### config.mk
export PLATFORM = sky130hd
export DESIGN_NAME = decode_stage_flat
export DESIGN_NICKNAME = d
export VERILOG_FILES = /design/src/rtl/decode_pkg.sv /design/src/rtl/decode_if.sv /design/src/rtl/imm_gen.sv /design/src/rtl/decode_stage.sv /design/src/flat_wrapper.sv
export SDC_FILE = /design/constraint.sdc
export NUM_CORES = 1
export LEC_CHECK = 0
export BUFFER_PORTS_ARGS = -buffer_cell sky130_fd_sc_hd__buf_2
export CORE_MARGIN = 3
export CORE_UTILIZATION = 45
export DETAILED_ROUTE_END_ITERATION = 10
export PLACE_DENSITY = 0.73
export SYNTH_ARGS = -nofsm -noshare
export SYNTH_HDL_FRONTEND = slang
export SYNTH_SLANG_ARGS = --single-unit
### constraint.sdc
create_clock -name clk -period 2 [get_ports clk]
set_clock_uncertainty 0.1 [all_clocks]
set_input_delay 0 -clock clk [delete_from_list [all_inputs] [get_ports clk]]
set_output_delay 0 -clock clk [all_outputs]
set_load 0.03 [all_outputs]
### src/rtl/decode_pkg.sv
// Shared RV32I decode types: opcodes, ALU/immediate/result selectors and the
// control bundle handed to execute.
package decode_pkg;

  localparam logic [6:0] OPC_OP     = 7'b0110011;
  localparam logic [6:0] OPC_OP_IMM = 7'b0010011;
  localparam logic [6:0] OPC_LOAD   = 7'b0000011;
  localparam logic [6:0] OPC_STORE  = 7'b0100011;
  localparam logic [6:0] OPC_BRANCH = 7'b1100011;
  localparam logic [6:0] OPC_JAL    = 7'b1101111;
  localparam logic [6:0] OPC_JALR   = 7'b1100111;
  localparam logic [6:0] OPC_LUI    = 7'b0110111;
  localparam logic [6:0] OPC_AUIPC  = 7'b0010111;

  typedef enum logic [3:0] {
    ALU_ADD   = 4'd0,
    ALU_SUB   = 4'd1,
    ALU_AND   = 4'd2,
    ALU_OR    = 4'd3,
    ALU_XOR   = 4'd4,
    ALU_SLL   = 4'd5,
    ALU_SRL   = 4'd6,
    ALU_SRA   = 4'd7,
    ALU_SLT   = 4'd8,
    ALU_SLTU  = 4'd9,
    ALU_PASSB = 4'd10
  } alu_op_e;

  typedef enum logic [2:0] {
    IMM_I = 3'd0,
    IMM_S = 3'd1,
    IMM_B = 3'd2,
    IMM_U = 3'd3,
    IMM_J = 3'd4
  } imm_src_e;

  typedef enum logic [1:0] {
    RES_ALU = 2'd0,
    RES_MEM = 2'd1,
    RES_PC4 = 2'd2
  } result_src_e;

  typedef struct packed {
    alu_op_e     alu_op;
    logic        alu_src;
    imm_src_e    imm_src;
    result_src_e result_src;
    logic        reg_write;
    logic        mem_read;
    logic        mem_write;
    logic        branch;
    logic        jump;
    logic        jalr;
    logic [2:0]  funct3;
    logic        illegal;
  } ctrl_t;

  // alt selects SUB (funct3 000) or SRA (funct3 101); ignored elsewhere.
  function automatic alu_op_e alu_from_f3(input logic [2:0] f3, input logic alt);
    alu_op_e op;
    case (f3)
      3'b000:  op = alt ? ALU_SUB : ALU_ADD;
      3'b001:  op = ALU_SLL;
      3'b010:  op = ALU_SLT;
      3'b011:  op = ALU_SLTU;
      3'b100:  op = ALU_XOR;
      3'b101:  op = alt ? ALU_SRA : ALU_SRL;
      3'b110:  op = ALU_OR;
      default: op = ALU_AND;
    endcase
    return op;
  endfunction

endpackage

### src/rtl/decode_if.sv
// Fetch-side and execute-side handshake of the decode stage.
interface decode_if
  import decode_pkg::*;
#(
  parameter int DATA_WIDTH = 32,
  parameter int ADDR_WIDTH = 32
);
  logic                  in_valid;
  logic                  in_ready;
  logic [DATA_WIDTH-1:0] instr_i;
  logic [ADDR_WIDTH-1:0] pc_i;
  logic                  flush_i;
  logic                  out_valid;
  logic                  out_ready;
  ctrl_t                 ctrl_o;
  logic [4:0]            rd_o;
  logic [4:0]            rs1_o;
  logic [4:0]            rs2_o;
  logic [DATA_WIDTH-1:0] imm_o;
  logic [ADDR_WIDTH-1:0] pc_o;

  modport master (
    output in_valid, instr_i, pc_i, flush_i, out_ready,
    input  in_ready, out_valid, ctrl_o, rd_o, rs1_o, rs2_o, imm_o, pc_o
  );

  modport slave (
    input  in_valid, instr_i, pc_i, flush_i, out_ready,
    output in_ready, out_valid, ctrl_o, rd_o, rs1_o, rs2_o, imm_o, pc_o
  );
endinterface

### src/rtl/imm_gen.sv
// RV32I immediate builder for I/S/B/U/J formats, sign-extended to DATA_WIDTH.
module imm_gen
  import decode_pkg::*;
#(
  parameter int DATA_WIDTH = 32
) (
  input  logic [31:0]           instr,
  input  imm_src_e              imm_src,
  output logic [DATA_WIDTH-1:0] imm
);
  logic [31:0] imm32;

  always_comb begin
    imm32 = '0;
    case (imm_src)
      IMM_I:   imm32 = {{20{instr[31]}}, instr[31:20]};
      IMM_S:   imm32 = {{20{instr[31]}}, instr[31:25], instr[11:7]};
      IMM_B:   imm32 = {{19{instr[31]}}, instr[31], instr[7], instr[30:25], instr[11:8], 1'b0};
      IMM_U:   imm32 = {instr[31:12], 12'b0};
      IMM_J:   imm32 = {{11{instr[31]}}, instr[31], instr[19:12], instr[20], instr[30:21], 1'b0};
      default: imm32 = '0;
    endcase
  end

  assign imm = DATA_WIDTH'($signed(imm32));
endmodule

### src/rtl/decode_stage.sv
// Registered RV32I decode stage: combinational decode into a one-entry
// pipeline register with flush, sticky illegal flag and legal-decode counter.
module decode_stage
  import decode_pkg::*;
#(
  parameter int DATA_WIDTH = 32,
  parameter int ADDR_WIDTH = 32,
  parameter int CNT_WIDTH  = 32
) (
  input  logic                 clk,
  input  logic                 rst_n,
  decode_if.slave              bus,
  output logic                 illegal_sticky_o,
  output logic [CNT_WIDTH-1:0] decode_cnt_o
);
  logic [31:0]           ins;
  logic [6:0]            opcode;
  logic [2:0]            f3;
  logic [6:0]            f7;
  ctrl_t                 dec;
  logic [DATA_WIDTH-1:0] imm_d;
  logic                  capture;

  logic                  out_valid_q;
  ctrl_t                 ctrl_q;
  logic [4:0]            rd_q, rs1_q, rs2_q;
  logic [DATA_WIDTH-1:0] imm_q;
  logic [ADDR_WIDTH-1:0] pc_q;
  logic                  sticky_q;
  logic [CNT_WIDTH-1:0]  cnt_q;

  assign ins    = bus.instr_i[31:0];
  assign opcode = ins[6:0];
  assign f3     = ins[14:12];
  assign f7     = ins[31:25];

  always_comb begin
    dec        = '0;
    dec.funct3 = f3;
    case (opcode)
      OPC_OP: begin
        dec.reg_write = 1'b1;
        dec.alu_op    = alu_from_f3(f3, f7[5]);
        if (f7 == 7'b0100000)
          dec.illegal = !(f3 == 3'b000 || f3 == 3'b101);
        else
          dec.illegal = (f7 != 7'b0000000);
      end
      OPC_OP_IMM: begin
        dec.reg_write = 1'b1;
        dec.alu_src   = 1'b1;
        dec.alu_op    = alu_from_f3(f3, (f3 == 3'b101) && f7[5]);
        if (f3 == 3'b001)
          dec.illegal = (f7 != 7'b0000000);
        else if (f3 == 3'b101)
          dec.illegal = !(f7 == 7'b0000000 || f7 == 7'b0100000);
      end
      OPC_LOAD: begin
        dec.reg_write  = 1'b1;
        dec.mem_read   = 1'b1;
        dec.alu_src    = 1'b1;
        dec.result_src = RES_MEM;
        dec.illegal    = (f3 == 3'b011) || (f3 == 3'b110) || (f3 == 3'b111);
      end
      OPC_STORE: begin
        dec.mem_write = 1'b1;
        dec.alu_src   = 1'b1;
        dec.imm_src   = IMM_S;
        dec.illegal   = (f3 > 3'b010);
      end
      OPC_BRANCH: begin
        dec.branch  = 1'b1;
        dec.imm_src = IMM_B;
        case (f3[2:1])
          2'b00:   dec.alu_op = ALU_SUB;
          2'b10:   dec.alu_op = ALU_SLT;
          2'b11:   dec.alu_op = ALU_SLTU;
          default: dec.illegal = 1'b1;
        endcase
      end
      OPC_JAL: begin
        dec.jump       = 1'b1;
        dec.reg_write  = 1'b1;
        dec.alu_src    = 1'b1;
        dec.imm_src    = IMM_J;
        dec.result_src = RES_PC4;
      end
      OPC_JALR: begin
        dec.jump       = 1'b1;
        dec.jalr       = 1'b1;
        dec.reg_write  = 1'b1;
        dec.alu_src    = 1'b1;
        dec.result_src = RES_PC4;
        dec.illegal    = (f3 != 3'b000);
      end
      OPC_LUI: begin
        dec.reg_write = 1'b1;
        dec.alu_src   = 1'b1;
        dec.imm_src   = IMM_U;
        dec.alu_op    = ALU_PASSB;
      end
      OPC_AUIPC: begin
        dec.reg_write = 1'b1;
        dec.alu_src   = 1'b1;
        dec.imm_src   = IMM_U;
      end
      default: dec.illegal = 1'b1;
    endcase

    if (ins[11:7] == 5'd0)
      dec.reg_write = 1'b0;
    // Illegal ops travel as bubbles so execute can raise the trap without side effects.
    if (dec.illegal) begin
      dec.reg_write = 1'b0;
      dec.mem_read  = 1'b0;
      dec.mem_write = 1'b0;
      dec.branch    = 1'b0;
      dec.jump      = 1'b0;
      dec.jalr      = 1'b0;
    end
  end

  imm_gen #(.DATA_WIDTH(DATA_WIDTH)) u_imm_gen (
    .instr   (ins),
    .imm_src (dec.imm_src),
    .imm     (imm_d)
  );

  assign bus.in_ready = !out_valid_q || bus.out_ready || bus.flush_i;
  assign capture      = bus.in_valid && bus.in_ready && !bus.flush_i;

  always_ff @(posedge clk or negedge rst_n) begin
    if (!rst_n) begin
      out_valid_q <= 1'b0;
      ctrl_q      <= '0;
      rd_q        <= '0;
      rs1_q       <= '0;
      rs2_q       <= '0;
      imm_q       <= '0;
      pc_q        <= '0;
      sticky_q    <= 1'b0;
      cnt_q       <= '0;
    end else if (bus.flush_i) begin
      out_valid_q <= 1'b0;
    end else if (capture) begin
      out_valid_q <= 1'b1;
      ctrl_q      <= dec;
      rd_q        <= ins[11:7];
      rs1_q       <= ins[19:15];
      rs2_q       <= ins[24:20];
      imm_q       <= imm_d;
      pc_q        <= bus.pc_i;
      sticky_q    <= sticky_q | dec.illegal;
      if (!dec.illegal)
        cnt_q <= cnt_q + CNT_WIDTH'(1);
    end else if (bus.out_ready) begin
      out_valid_q <= 1'b0;
    end
  end

  assign bus.out_valid    = out_valid_q;
  assign bus.ctrl_o       = ctrl_q;
  assign bus.rd_o         = rd_q;
  assign bus.rs1_o        = rs1_q;
  assign bus.rs2_o        = rs2_q;
  assign bus.imm_o        = imm_q;
  assign bus.pc_o         = pc_q;
  assign illegal_sticky_o = sticky_q;
  assign decode_cnt_o     = cnt_q;
endmodule
### src/flat_wrapper.sv
// flat-port wrapper written by rule: the top's interface ports become plain ports
module decode_stage_flat import decode_pkg::*;
#(
  parameter int DATA_WIDTH = 32,
  parameter int ADDR_WIDTH = 32,
  parameter int CNT_WIDTH  = 32
)
  (clk, rst_n, illegal_sticky_o, decode_cnt_o, bus_in_valid, bus_instr_i, bus_pc_i, bus_flush_i, bus_out_ready, bus_in_ready, bus_out_valid, bus_ctrl_o, bus_rd_o, bus_rs1_o, bus_rs2_o, bus_imm_o, bus_pc_o);
  decode_if #(.DATA_WIDTH(DATA_WIDTH), .ADDR_WIDTH(ADDR_WIDTH)) bus_i ();
  input  logic clk;
  input  logic rst_n;
  output logic illegal_sticky_o;
  output logic [CNT_WIDTH-1:0] decode_cnt_o;
  input wire logic [$bits(bus_i.in_valid)-1:0] bus_in_valid;
  input wire logic [$bits(bus_i.instr_i)-1:0] bus_instr_i;
  input wire logic [$bits(bus_i.pc_i)-1:0] bus_pc_i;
  input wire logic [$bits(bus_i.flush_i)-1:0] bus_flush_i;
  input wire logic [$bits(bus_i.out_ready)-1:0] bus_out_ready;
  output wire logic [$bits(bus_i.in_ready)-1:0] bus_in_ready;
  output wire logic [$bits(bus_i.out_valid)-1:0] bus_out_valid;
  output wire logic [$bits(bus_i.ctrl_o)-1:0] bus_ctrl_o;
  output wire logic [$bits(bus_i.rd_o)-1:0] bus_rd_o;
  output wire logic [$bits(bus_i.rs1_o)-1:0] bus_rs1_o;
  output wire logic [$bits(bus_i.rs2_o)-1:0] bus_rs2_o;
  output wire logic [$bits(bus_i.imm_o)-1:0] bus_imm_o;
  output wire logic [$bits(bus_i.pc_o)-1:0] bus_pc_o;
  assign bus_i.in_valid = bus_in_valid;
  assign bus_i.instr_i = bus_instr_i;
  assign bus_i.pc_i = bus_pc_i;
  assign bus_i.flush_i = bus_flush_i;
  assign bus_i.out_ready = bus_out_ready;
  assign bus_in_ready = bus_i.in_ready;
  assign bus_out_valid = bus_i.out_valid;
  assign bus_ctrl_o = bus_i.ctrl_o;
  assign bus_rd_o = bus_i.rd_o;
  assign bus_rs1_o = bus_i.rs1_o;
  assign bus_rs2_o = bus_i.rs2_o;
  assign bus_imm_o = bus_i.imm_o;
  assign bus_pc_o = bus_i.pc_o;
  decode_stage #(.DATA_WIDTH(DATA_WIDTH), .ADDR_WIDTH(ADDR_WIDTH), .CNT_WIDTH(CNT_WIDTH)) u_core (.clk(clk), .rst_n(rst_n), .bus(bus_i), .illegal_sticky_o(illegal_sticky_o), .decode_cnt_o(decode_cnt_o));
endmodule
## Yosys cells after proc, flatten, opt, wreduce, memory -nomap -nowiden

Index checks and enable logic that the tools add are counted.

| operators by class | value |
|---|---|
| shifts and indexed selects | 0 |
| bitwise gates (word level) | 3 |
| equal/unequal tests | 23 |
| divide/modulo/power cells | 0 |
| mux-type cells | 28 |
| $lt $le $gt $ge | 1 |
| multipliers | 0 |
| $add $sub $neg | 1 |
| reductions and logical operators | 29 |

Operator list:

| operator | count |
|---|---|
| $pmux W32 S5 | 1 |
| $pmux W4 S7 | 2 |
| $add A32 B1 Y32 const B | 1 |
| $eq A7 B6 Y1 const B | 4 |
| $eq A7 B7 Y1 const B | 3 |
| $mux W1 | 19 |
| $pmux W4 S4 | 1 |
| $eq A3 B3 Y1 const B | 5 |
| $eq A7 B5 Y1 const B | 2 |
| $reduce_or A7 Y1 | 2 |
| $eq A3 B2 Y1 const B | 4 |
| $pmux W3 S4 | 1 |
| $pmux W4 S3 | 1 |
| $eq A7 B2 Y1 const B | 1 |
| $logic_not A7 Y1 | 1 |
| $pmux W1 S7 | 1 |
| $reduce_bool A7 Y1 | 1 |
| $eq A3 B1 Y1 const B | 2 |
| $logic_not A3 Y1 | 2 |
| $logic_or A1 B1 Y1 | 6 |
| $mux W6 | 1 |
| $reduce_bool A3 Y1 | 2 |
| $reduce_or A3 Y1 | 2 |
| $logic_not A5 Y1 | 1 |
| 11 further kinds | 19 |

| word-level totals | value |
|---|---|
| memories | 0 |
| logic and storage cells | 105 |
| bits in read-only memories | 0 |
| output and inout port bits | 134 |
| input port bits | 69 |
| RAM bits | 0 |
| latch bits | 0 |
| bits in registers | 133 |

## Depth between registers and ports, before layout

Gate-level depths: netlist (run 1).

| logic depth | value |
|---|---|
| depth in word-level cells | 8 |
| depth in mapped cells | 10 |

## Cells and area by module

A second synthesis (run 1) with hierarchy kept.

| second synthesis, totals | value |
|---|---|
| cell total of the unflattened synthesis | 733 |
| area total of the unflattened synthesis | 6,567.5 µm² |

Modules (own cells, without submodules):

| module | area each (µm²) | cells an instance | instances |
|---|---|---|---|
| decode_stage | 6,027.0 | 639 | 1 |
| imm_gen | 540.5 | 94 | 1 |

## Least setup slack after synthesis (run 1)

No wires, ideal clock.

| timing path | value |
|---|---|
| path kind | register to register |
| start | register u_core.cnt_q[2] (netlist: u_core.decode_cnt_o[2]) |
| end | register u_core.cnt_q[26] (netlist: u_core.decode_cnt_o[26]) |
| data required time | 1.767 ns |
| period minus slack after synthesis | 2.056 ns |
| arrival time | 1.823 ns |
| path slack | -0.056 ns |
| stages on the path, launching flop included | 8 |
| cells stage by stage | dfrtp_1 > and3_1 > and3_1 > and4_1 > clkbuf_1 > and2_1 > nand4_1 > xnor2_1 |

| between the ends | value |
|---|---|
| word-level cells in the longest chain between the ends | 1 |

Ends and longest elaborated chain:

| item | line | text |
|---|---|---|
| start: declaration | decode_stage.sv:30 | `logic [CNT_WIDTH-1:0] cnt_q;` |
| start signal: assignment | decode_stage.sv:155 | `cnt_q <= cnt_q + CNT_WIDTH'(1);` |
| $add A32 B1 Y32 | decode_stage.sv:155 |  |

No other way between the ends.
A chain may end at the register's enable or synchronous reset.

## Worst setup path after layout (run 1)

| timing path | value |
|---|---|
| start | input port bus_instr_i[5] |
| end | register u_core.cnt_q[3] (netlist: u_core.decode_cnt_o[3]) |

| between the ends | value |
|---|---|
| word-level cells in the longest chain between the ends | 5 |
| elaborated cells on any way between the ends | 13 |
| classes of those cells | 9 x eq/ne; 1 x mux; 1 x bitwise; 2 x reduce/logical |

Ends and longest elaborated chain:

| item | line | text |
|---|---|---|
| start: declaration | flat_wrapper.sv:15 | `input wire logic [$bits(bus_i.instr_i)-1:0] bus_instr_i;` |
| $eq A7 B7 Y1 (tied with other cells) | decode_stage.sv:40 | `case (opcode)` |
| $reduce_or A3 Y1 (no source line) | -- |  |
| $pmux W1 S7 * | decode_stage.sv:40 |  |
| $not A1 Y1 (no source line) * | -- |  |
| $reduce_and A3 Y1 (no source line) * | -- |  |

Mark *: on every way between the ends. The rest lies on a longest branch, timed or not.

==> impl_summary.md, run 1 <==
Run status
The run finished, with violations left. The checks that failed: negative hold slack.

Pwr
In this run the power density over the cells is 952 nW/µm². The share of power burned in combinational logic is 20.3%. Summed over all nets, the switching power comes to 0.00248 W. The clock network is responsible for 41.6% of the overall power. The analysis attributes to cell leakage a power of 4.54 nW.

The sequential fraction of design power is 38.1%. The worst-case IR drop observed on VDD is 0.579 mV. Of the total power, the share spent switching nets is 30.0%.

Cell internal power was estimated by the tool at 0.00579 W.

STA
The maximum clock rate is 515 MHz. The worst path needs 1.94 ns of the cycle, external delays included. The number of hold violations in the final report is 1. The tightest hold path in the finished design has a slack of -0.0198 ns. The ratio of final minimum period to clock period is 97.1%. The relative slew slack is 65.6%.

The number of setup violations in the final report is 0. The total count of max-transition violations in the final report is 0. For the pin with the worst max-slew slack, the measured transition is 0.515 ns. The worst-case setup margin in the final layout is 0.0580 ns.

Synthesis
The sequential fraction of the synthesis area is 56.7%. Counting flops with an async set or reset pin after synthesis yields a share of 100%. The synthesized area per cell is 9.40 µm². The synthesized design contains 0 enable-type register cells. The Yosys warning count is 0. Yosys attributes the largest share of cell area to sky130_fd_sc_hd__dfrtp_1, sky130_fd_sc_hd__nand2_1, sky130_fd_sc_hd__xnor2_1, sky130_fd_sc_hd__o21ai_0, sky130_fd_sc_hd__nor2_1. The number of different library cells used by synthesis comes to 50. The fraction of post-synthesis cell area in the top cell type by area is 56.7%.

The post-synthesis net count is 700. The cell area that synthesis handed to floorplanning was 5870 µm². Synthesis inferred 133 register bits.

In the synthesized netlist, the number of instances is 624. The primary flip-flop cell chosen by synthesis mapping is sky130_fd_sc_hd__dfrtp_1. Summed over all instances, the cell type with the most area after synthesis is sky130_fd_sc_hd__dfrtp_1.

Floorplan
The y dimension of the die is 120 µm. In this run the core area contains 41 standard-cell rows. The count of pins on the block boundary is 203.

The overall die area is 14,400 µm². The die is 120 µm wide. The starting utilization of the core area is 46.3%.

The core box area is 12,700 µm².

CTS
The clock reaches the later pin of the worst-skew pair after 0.42 ns. The master cell of the clock root buffer is sky130_fd_sc_hd__clkbuf_16. The clock slew seen by the registers of the worst setup and hold paths is 0.06 ns.

TritonCTS built the clock tree. The H-tree depth is 4. The total clock sinks is 133. The clock buffer count from CTS is 17. The clock passes through at most 2 buffers.

Setup path
By startpoint and endpoint, the worst setup path is classified as primary input to flip-flop. The worst setup path is launched from a primary input. Of all nets on the critical path, the largest fanout is 10. At the worst endpoint, the required time is 2.20 ns. The element type at the critical path end is a flip-flop. Data arrives at the worst endpoint at 2.14 ns. The count of cells along the worst register-to-register path is 6.

Final layout
The library cells used most frequently in the layout, excluding fill and tap cells, are sky130_fd_sc_hd__nand2_1, sky130_fd_sc_hd__buf_2, sky130_fd_sc_hd__dfrtp_1. The area growth from synthesis to layout is 48.2%. The library cell used most frequently in the layout, excluding fill and tap cells, is sky130_fd_sc_hd__nand2_1. The fraction of final layout cells with drive strength greater than 1 is 30.9%. The count of cells in the finished layout, fillers not included, comes to 1,096. The net count of the finished layout is 986.

GRT
For met3 alone, demand over resource in global routing was 8.42%. Global routing consumed, on the met1 layer, 31.9% of the routing resources. The initial antenna violation count was 4. The busiest layer in global routing is met2. The total track usage is 24.7%. The first global-routing pass estimated 28.0 mm of wire. The global-route congestion overflow total is 0.

The largest net degree at the start of global routing is 66. The met2 usage in global routing is 39.5%. The number of global-route vias before repair came to 5,549.

Drt
In this run the remaining antenna-violating nets after routing total 0. Dividing the detail-routed wire length by the instance count gives 16.0 µm. The first-pass iteration count of the detailed router is 5.

For this run, design rule violations remaining after detail routing come to 0. The average vias per placed instance is 5.07. The total via count in the routed design is 5,553. After the first detailed-routing iteration, the DRC count stood at 484.

The final wirelength is 17.5 mm.

Placed design
Counting tap cells, the placed design contains a total of 990 instances. The detailed placement HPWL is 11.8 mm. OpenSTA, run right after detailed placement, puts the worst setup slack at -0.0308 ns. The global placement routability congestion is 0.906. The number of buffers added on ports is 202.

Min path
The kind of path behind the tightest hold check is primary input to flip-flop. Along the worst hold path, the cell count comes to 5.

Job
Max-cap violations in this run came to 0.
[path summary, 6_finish.rpt]
path / from / end / slack (ns)
min reg2reg: u_core.bus.ctrl_o[18] / u_core.bus.ctrl_o[18] / 0.36
min: bus_instr_i[6] / u_core.illegal_sticky_o / -0.02
max: bus_instr_i[5] / u_core.decode_cnt_o[3] / 0.06
min in group asynchronous: rst_n / u_core.bus.imm_o[5] / 0
max reg2reg: u_core.bus.out_valid / u_core.decode_cnt_o[30] / 0.08
max in group asynchronous: rst_n / u_core.bus.pc_o[27] / 1.12
[kinds of logic after synthesis]
| kind of cell | Yosys count | synth area share [%] |
|---|---|---|
| compound gates | 83 | 8.77 |
| xor+xnor | 32 | 4.78 |
| fa+ha+maj | 7 | 1.49 |
| buf+inv | 42 | 3.09 |
| flops | 133 | 56.7 |
| mux | 2 | 0.363 |
| simple gates | 325 | 24.8 |
[sequential cells by signal, indices dropped and copies added, names as in the netlist]
signal / cells
u_core.bus.pc_o: 32
u_core.bus.rs1_o: 5
u_core.bus.ctrl_o: 20
u_core.bus.out_valid: 1
u_core.bus.imm_o: 32
u_core.bus.rs2_o: 5
u_core.illegal_sticky_o: 1
u_core.decode_cnt_o: 32
u_core.bus.rd_o: 5
[layout make-up]
class | instances | area, µm²
diodes | 1 | 2.50
clock buffers | 19 | 453
clock inverters | 13 | 203
fillers | 1015 | 3980
inverters | 6 | 22.5
multi-input cells | 449 | 2420
flip-flops and latches | 133 | 3330
well taps | 172 | 215
repair buffers | 303 | 2040
[synthesized netlist by cell type (all sizes together) (2+ instances only)]
cell    instances
nand3          13
xnor2          27
and4            7
nor4            4
or3             2
xor2            5
nor3            2
or2             3
dfrtp         133
a31oi           2
nand2         208
nor2           36
and2            9
nand2b          7
a21oi          22
buf             9
o21ai          34
clkbuf         27
a221oi          6
a22o            2
ha              7
o41ai           2
inv             6
nand4          14
and3           13
o22a            2
nor2b           4
[power by group through the flow]
| stage | Sequential [W] | Combinational, W | Clock, W |
|---|---|---|---|
| global placement | 0.00318 | 0.00154 | 0 |
| finish | 0.00316 | 0.00168 | 0.00344 |
| CTS | 0.00316 | 0.00167 | 0.00349 |
| global route | 0.00319 | 0.00181 | 0.00363 |
| detailed placement | 0.00320 | 0.00157 | 0 |
| floorplan | 0.00378 | 0.000371 | 0 |
[worst max-delay path: stages]
cell	delay [ns]
sky130_fd_sc_hd__dlygate4sd3_1	0.57
sky130_fd_sc_hd__buf_6	0.15
sky130_fd_sc_hd__nand2b_1	0.09
sky130_fd_sc_hd__or3_4	0.40
sky130_fd_sc_hd__o22ai_4	0.21
sky130_fd_sc_hd__nor4_4	0.08
sky130_fd_sc_hd__buf_6	0.14
sky130_fd_sc_hd__buf_12	0.13
sky130_fd_sc_hd__and4_1	0.20
sky130_fd_sc_hd__xor2_1	0.16
[stage by stage]
step	power (W)	hold WS (ns)	cell area [µm²]	TNS (ns)	utilization, %
2_1_floorplan	0.00415	-0.396	5870	0	-
3_3_place_gp	0.00472	-0.113	7210	-0.0620	56.9
3_5_place_dp	0.00477	-0.105	7210	-0.0438	56.9
4_1_cts	0.00832	0.00362	8580	0	67.7
5_1_grt	0.00863	0.00690	8690	-0.0204	68.6
6_report	0.00828	-0.0198	8690	0	68.6
[what timing repair did]
| item | CTS | global route |
|---|---|---|
| hold endpoints to repair | 223 | 0 |
| hold buffers | 71 | 0 |
| buffers inserted | 0 | 1 |
| gates resized for setup | 0 | 16 |
| endpoints found under the setup margin | 0 | 27 |
[layer usage]
layer,share of wire [%],routed length [µm],vias to the layer above
met5,0.23,41,-
met4,1.9,328,6
met3,6.9,1200,33
met2,49,8640,185
met1,42,7330,2680
li1,-,-,2649
Power figures use the tool's default switching activity.
==> run 2, diff against run 1 <==
--- a/config.mk
+++ b/config.mk
@@ -5,11 +5,12 @@
 export SDC_FILE = /design/constraint.sdc
 export NUM_CORES = 1
 export LEC_CHECK = 0
-export BUFFER_PORTS_ARGS = -buffer_cell sky130_fd_sc_hd__buf_2
+export BUFFER_PORTS_ARGS = -buffer_cell sky130_fd_sc_hd__clkbuf_2
 export CORE_MARGIN = 3
-export CORE_UTILIZATION = 45
+export CORE_UTILIZATION = 50
 export DETAILED_ROUTE_END_ITERATION = 10
-export PLACE_DENSITY = 0.73
+export MAX_ROUTING_LAYER = met4
+export PLACE_DENSITY = 0.8
 export SYNTH_ARGS = -nofsm -noshare
 export SYNTH_HDL_FRONTEND = slang
 export SYNTH_SLANG_ARGS = --single-unit
==> run 2 against run 1 <==
The run now ends clean. Non-clock buffer count down 3. Final area fell by 1.7%. Clock-buffer cell count grew 1. Via count rose by 5.0%. Wire length is 8.4% higher. Highest routed layer is now met4. Register-to-register slack gained 0.02 ns. Die area decreased by 9.5%. Global-route usage grew 4.7 points. Clock power decreased by 13%. First-iteration DRC count increased by 0.41%. Power shrank 4.6%.
==> impl_summary.md, run 2 (same netlist as run 1, synthesis figures left out) <==
Run status
Outcome: completed (was finished, violations left).

STA
The ratio of final minimum period to clock period is 97.8% (was 97.1%). The relative slew slack is 58.2% (was 65.6%). The worst-case setup margin in the final layout is 0.0432 ns (was 0.0580 ns). The maximum clock rate is 511 MHz (was 515 MHz). The number of hold violations in the final report is 0 (was 1).

The time the worst path needs with I/O delays and setup is 1.96 ns (was 1.94 ns). The transition time of the tightest slew-check pin is 0.627 ns (was 0.515 ns). The total count of max-transition violations in the final report is 0 (unchanged).

The number of setup violations in the final report came to 0 (unchanged).

Floorplan
The y dimension of the die came to 114 µm (was 120 µm). The core box area is 11,100 µm² (was 12,700 µm²). The count of pins on the block boundary is 203 (unchanged). The overall die area is 13,100 µm² (was 14,400 µm²). The starting utilization of the core area was 52.7% (was 46.3%).

The number of rows created at floorplan is 38 (was 41). The die width is 114 µm (was 120 µm).

GRT
The initial antenna violation count is 0 (was 4). The largest net degree at the start of global routing came to 96 (was 66). The total track usage came to 29.5% (was 24.7%). The global-route congestion overflow total was 0 (unchanged). The number of global-route vias before repair was 5,939 (was 5,549).

The first-pass GRT wire length was 29.5 mm (was 28.0 mm).

Final layout
The count of filler cells inserted in the layout is 734 (was 1,015). The register cell area after layout is 3330 µm² (unchanged). The fraction of final layout cells with drive strength greater than 1 was 30.7% (was 30.9%). The total area of multi-input combinational cells is 2410 µm² (was 2420 µm²). Commonest non-fill, non-tap cells in the layout: sky130_fd_sc_hd__nand2_1, sky130_fd_sc_hd__clkbuf_2, sky130_fd_sc_hd__dfrtp_1 (was sky130_fd_sc_hd__nand2_1, sky130_fd_sc_hd__buf_2, sky130_fd_sc_hd__dfrtp_1). The non-filler instance count after layout came to 1,061 (was 1,096). The most common cell after layout, fill and taps aside is sky130_fd_sc_hd__nand2_1 (unchanged). The area added between synthesis and finish came to 45.7% (was 48.2%). The core utilization of the finished layout was 76.8% (was 68.6%).

The total number of nets in the final design came to 983 (was 986).

Setup path
The critical path class is primary input to flip-flop (unchanged). The required time at the worst-slack endpoint is 2.20 ns (about the same). The arrival time reported for the critical path endpoint is 2.15 ns (was 2.14 ns). The maximum fanout along the worst path is 7 (was 10). The startpoint class of the critical path is a primary input (unchanged). The element type at the critical path end is a flip-flop (unchanged).

CTS
The total clock sinks is 133 (unchanged). The maximum root-to-sink buffer count was 2 (unchanged). The TritonCTS clock tree is done (unchanged). The clock buffer count from CTS came to 17 (unchanged).

The master cell of the clock root buffer is sky130_fd_sc_hd__clkbuf_16 (unchanged). The H-tree depth is 4 (unchanged). The clock slew seen by the registers of the worst setup and hold paths is 0.05 ns (was 0.06 ns). The clock latency reported for the late side of the worst-skew pair is 0.41 ns (was 0.42 ns).

Drt
The number of nets still failing antenna checks after routing is 0 (unchanged). The final wirelength came to 19.0 mm (was 17.5 mm). The first-pass iteration count of the detailed router was 5 (unchanged). The average vias per placed instance was 5.49 (was 5.07). The first-iteration detailed-routing DRC count is 486 (was 484). The total via count in the routed design came to 5,829 (was 5,553). The average routed wire per standard cell is 17.9 µm (was 16.0 µm). The number of DRC violations after detailed routing was 0 (unchanged).

Placed design
The detailed placement HPWL is 11.5 mm (was 11.8 mm). The number of buffers added on ports came to 202 (unchanged). The global placement routability congestion is 0.953 (was 0.906). The pre-CTS setup slack is 0.0328 ns (was -0.0308 ns).

The number of placed cells counting well taps came to 957 (was 990).

Pwr
The largest voltage drop on the vdd net is 0.740 mV (was 0.579 mV). The leakage power of the design was 4.47 nW (was 4.54 nW). The power density over cell area is 924 nW/µm² (was 952 nW/µm²).

Min path
The kind of path behind the tightest hold check is primary input to flip-flop (unchanged).

Job
The max-capacitance violation count came to 0 (unchanged).
## run 2: critical path, stage by stage
cell	delay, ns
sky130_fd_sc_hd__dlygate4sd3_1	0.55
sky130_fd_sc_hd__buf_4	0.14
sky130_fd_sc_hd__nand2b_1	0.09
sky130_fd_sc_hd__buf_4	0.17
sky130_fd_sc_hd__a21oi_2	0.18
sky130_fd_sc_hd__nand2_2	0.09
sky130_fd_sc_hd__nor4_4	0.30
sky130_fd_sc_hd__buf_4	0.20
sky130_fd_sc_hd__buf_12	0.12
sky130_fd_sc_hd__mux2_2	0.32
## run 2: area by class of cell
| class | instances | share of cell area (%) |
|---|---|---|
| well taps | 140 | 2.05 |
| flip-flops and latches | 133 | 39.0 |
| inverters | 6 | 0.264 |
| clock buffers | 20 | 5.11 |
| diodes | 1 | 0.0293 |
| multi-input cells | 449 | 28.2 |
| repair buffers | 300 | 23.8 |
| clock inverters | 12 | 1.52 |
## run 2: report_power, final
group	leakage, nW	internal (W)	switching, W
Clock	0.274	0.00183	0.00116
Sequential	1.69	0.00298	0.000202
Combinational	2.50	0.000533	0.00118
## run 2: repair_timing
item                       in CTS  in global routing
hold buffers                   67                  1
buffers inserted                0                  2
setup endpoints to repair       0                 18
resized for setup               0                 12
hold endpoints to repair      197                  1
## run 2: routing by layer
layer  share of wire (%)  track usage (%)
met5                   0                -
met2                  50             48.9
met3                 8.4             6.82
met4                 4.3             13.5
met1                  37             34.1
## run 2: path summary, 6_finish.rpt
| check | from | to | slack (ns) | cells after the start |
|---|---|---|---|---|
| worst max-delay path | bus_instr_i[5] | u_core.decode_cnt_o[1] | 0.04 | 10 |
| worst min-delay path | bus_instr_i[2] | u_core.bus.ctrl_o[13] | 0.02 | 3 |
| worst max register to register | u_core.bus.out_valid | u_core.bus.ctrl_o[10] | 0.10 | 5 |
| worst min register to register | u_core.illegal_sticky_o | u_core.illegal_sticky_o | 0.37 | 1 |
| max in group asynchronous | rst_n | u_core.bus.rs2_o[3] | 0.99 | 3 |
| min in group asynchronous | rst_n | u_core.bus.pc_o[24] | 0.06 | 2 |
## run 2: metrics by stage
| stage | instance area [µm²] | TNS, ns | hold slack, ns | power, W |
|---|---|---|---|---|
| floorplan | 5870 | 0 | -0.396 | 0.00415 |
| global placement | 7180 | 0 | -0.0735 | 0.00471 |
| detailed placement | 7180 | 0 | -0.0598 | 0.00477 |
| CTS | 8420 | 0 | 0.00948 | 0.00785 |
| global route | 8540 | -0.115 | 0.0536 | 0.00820 |
| finish | 8550 | 0 | 0.0244 | 0.00789 |
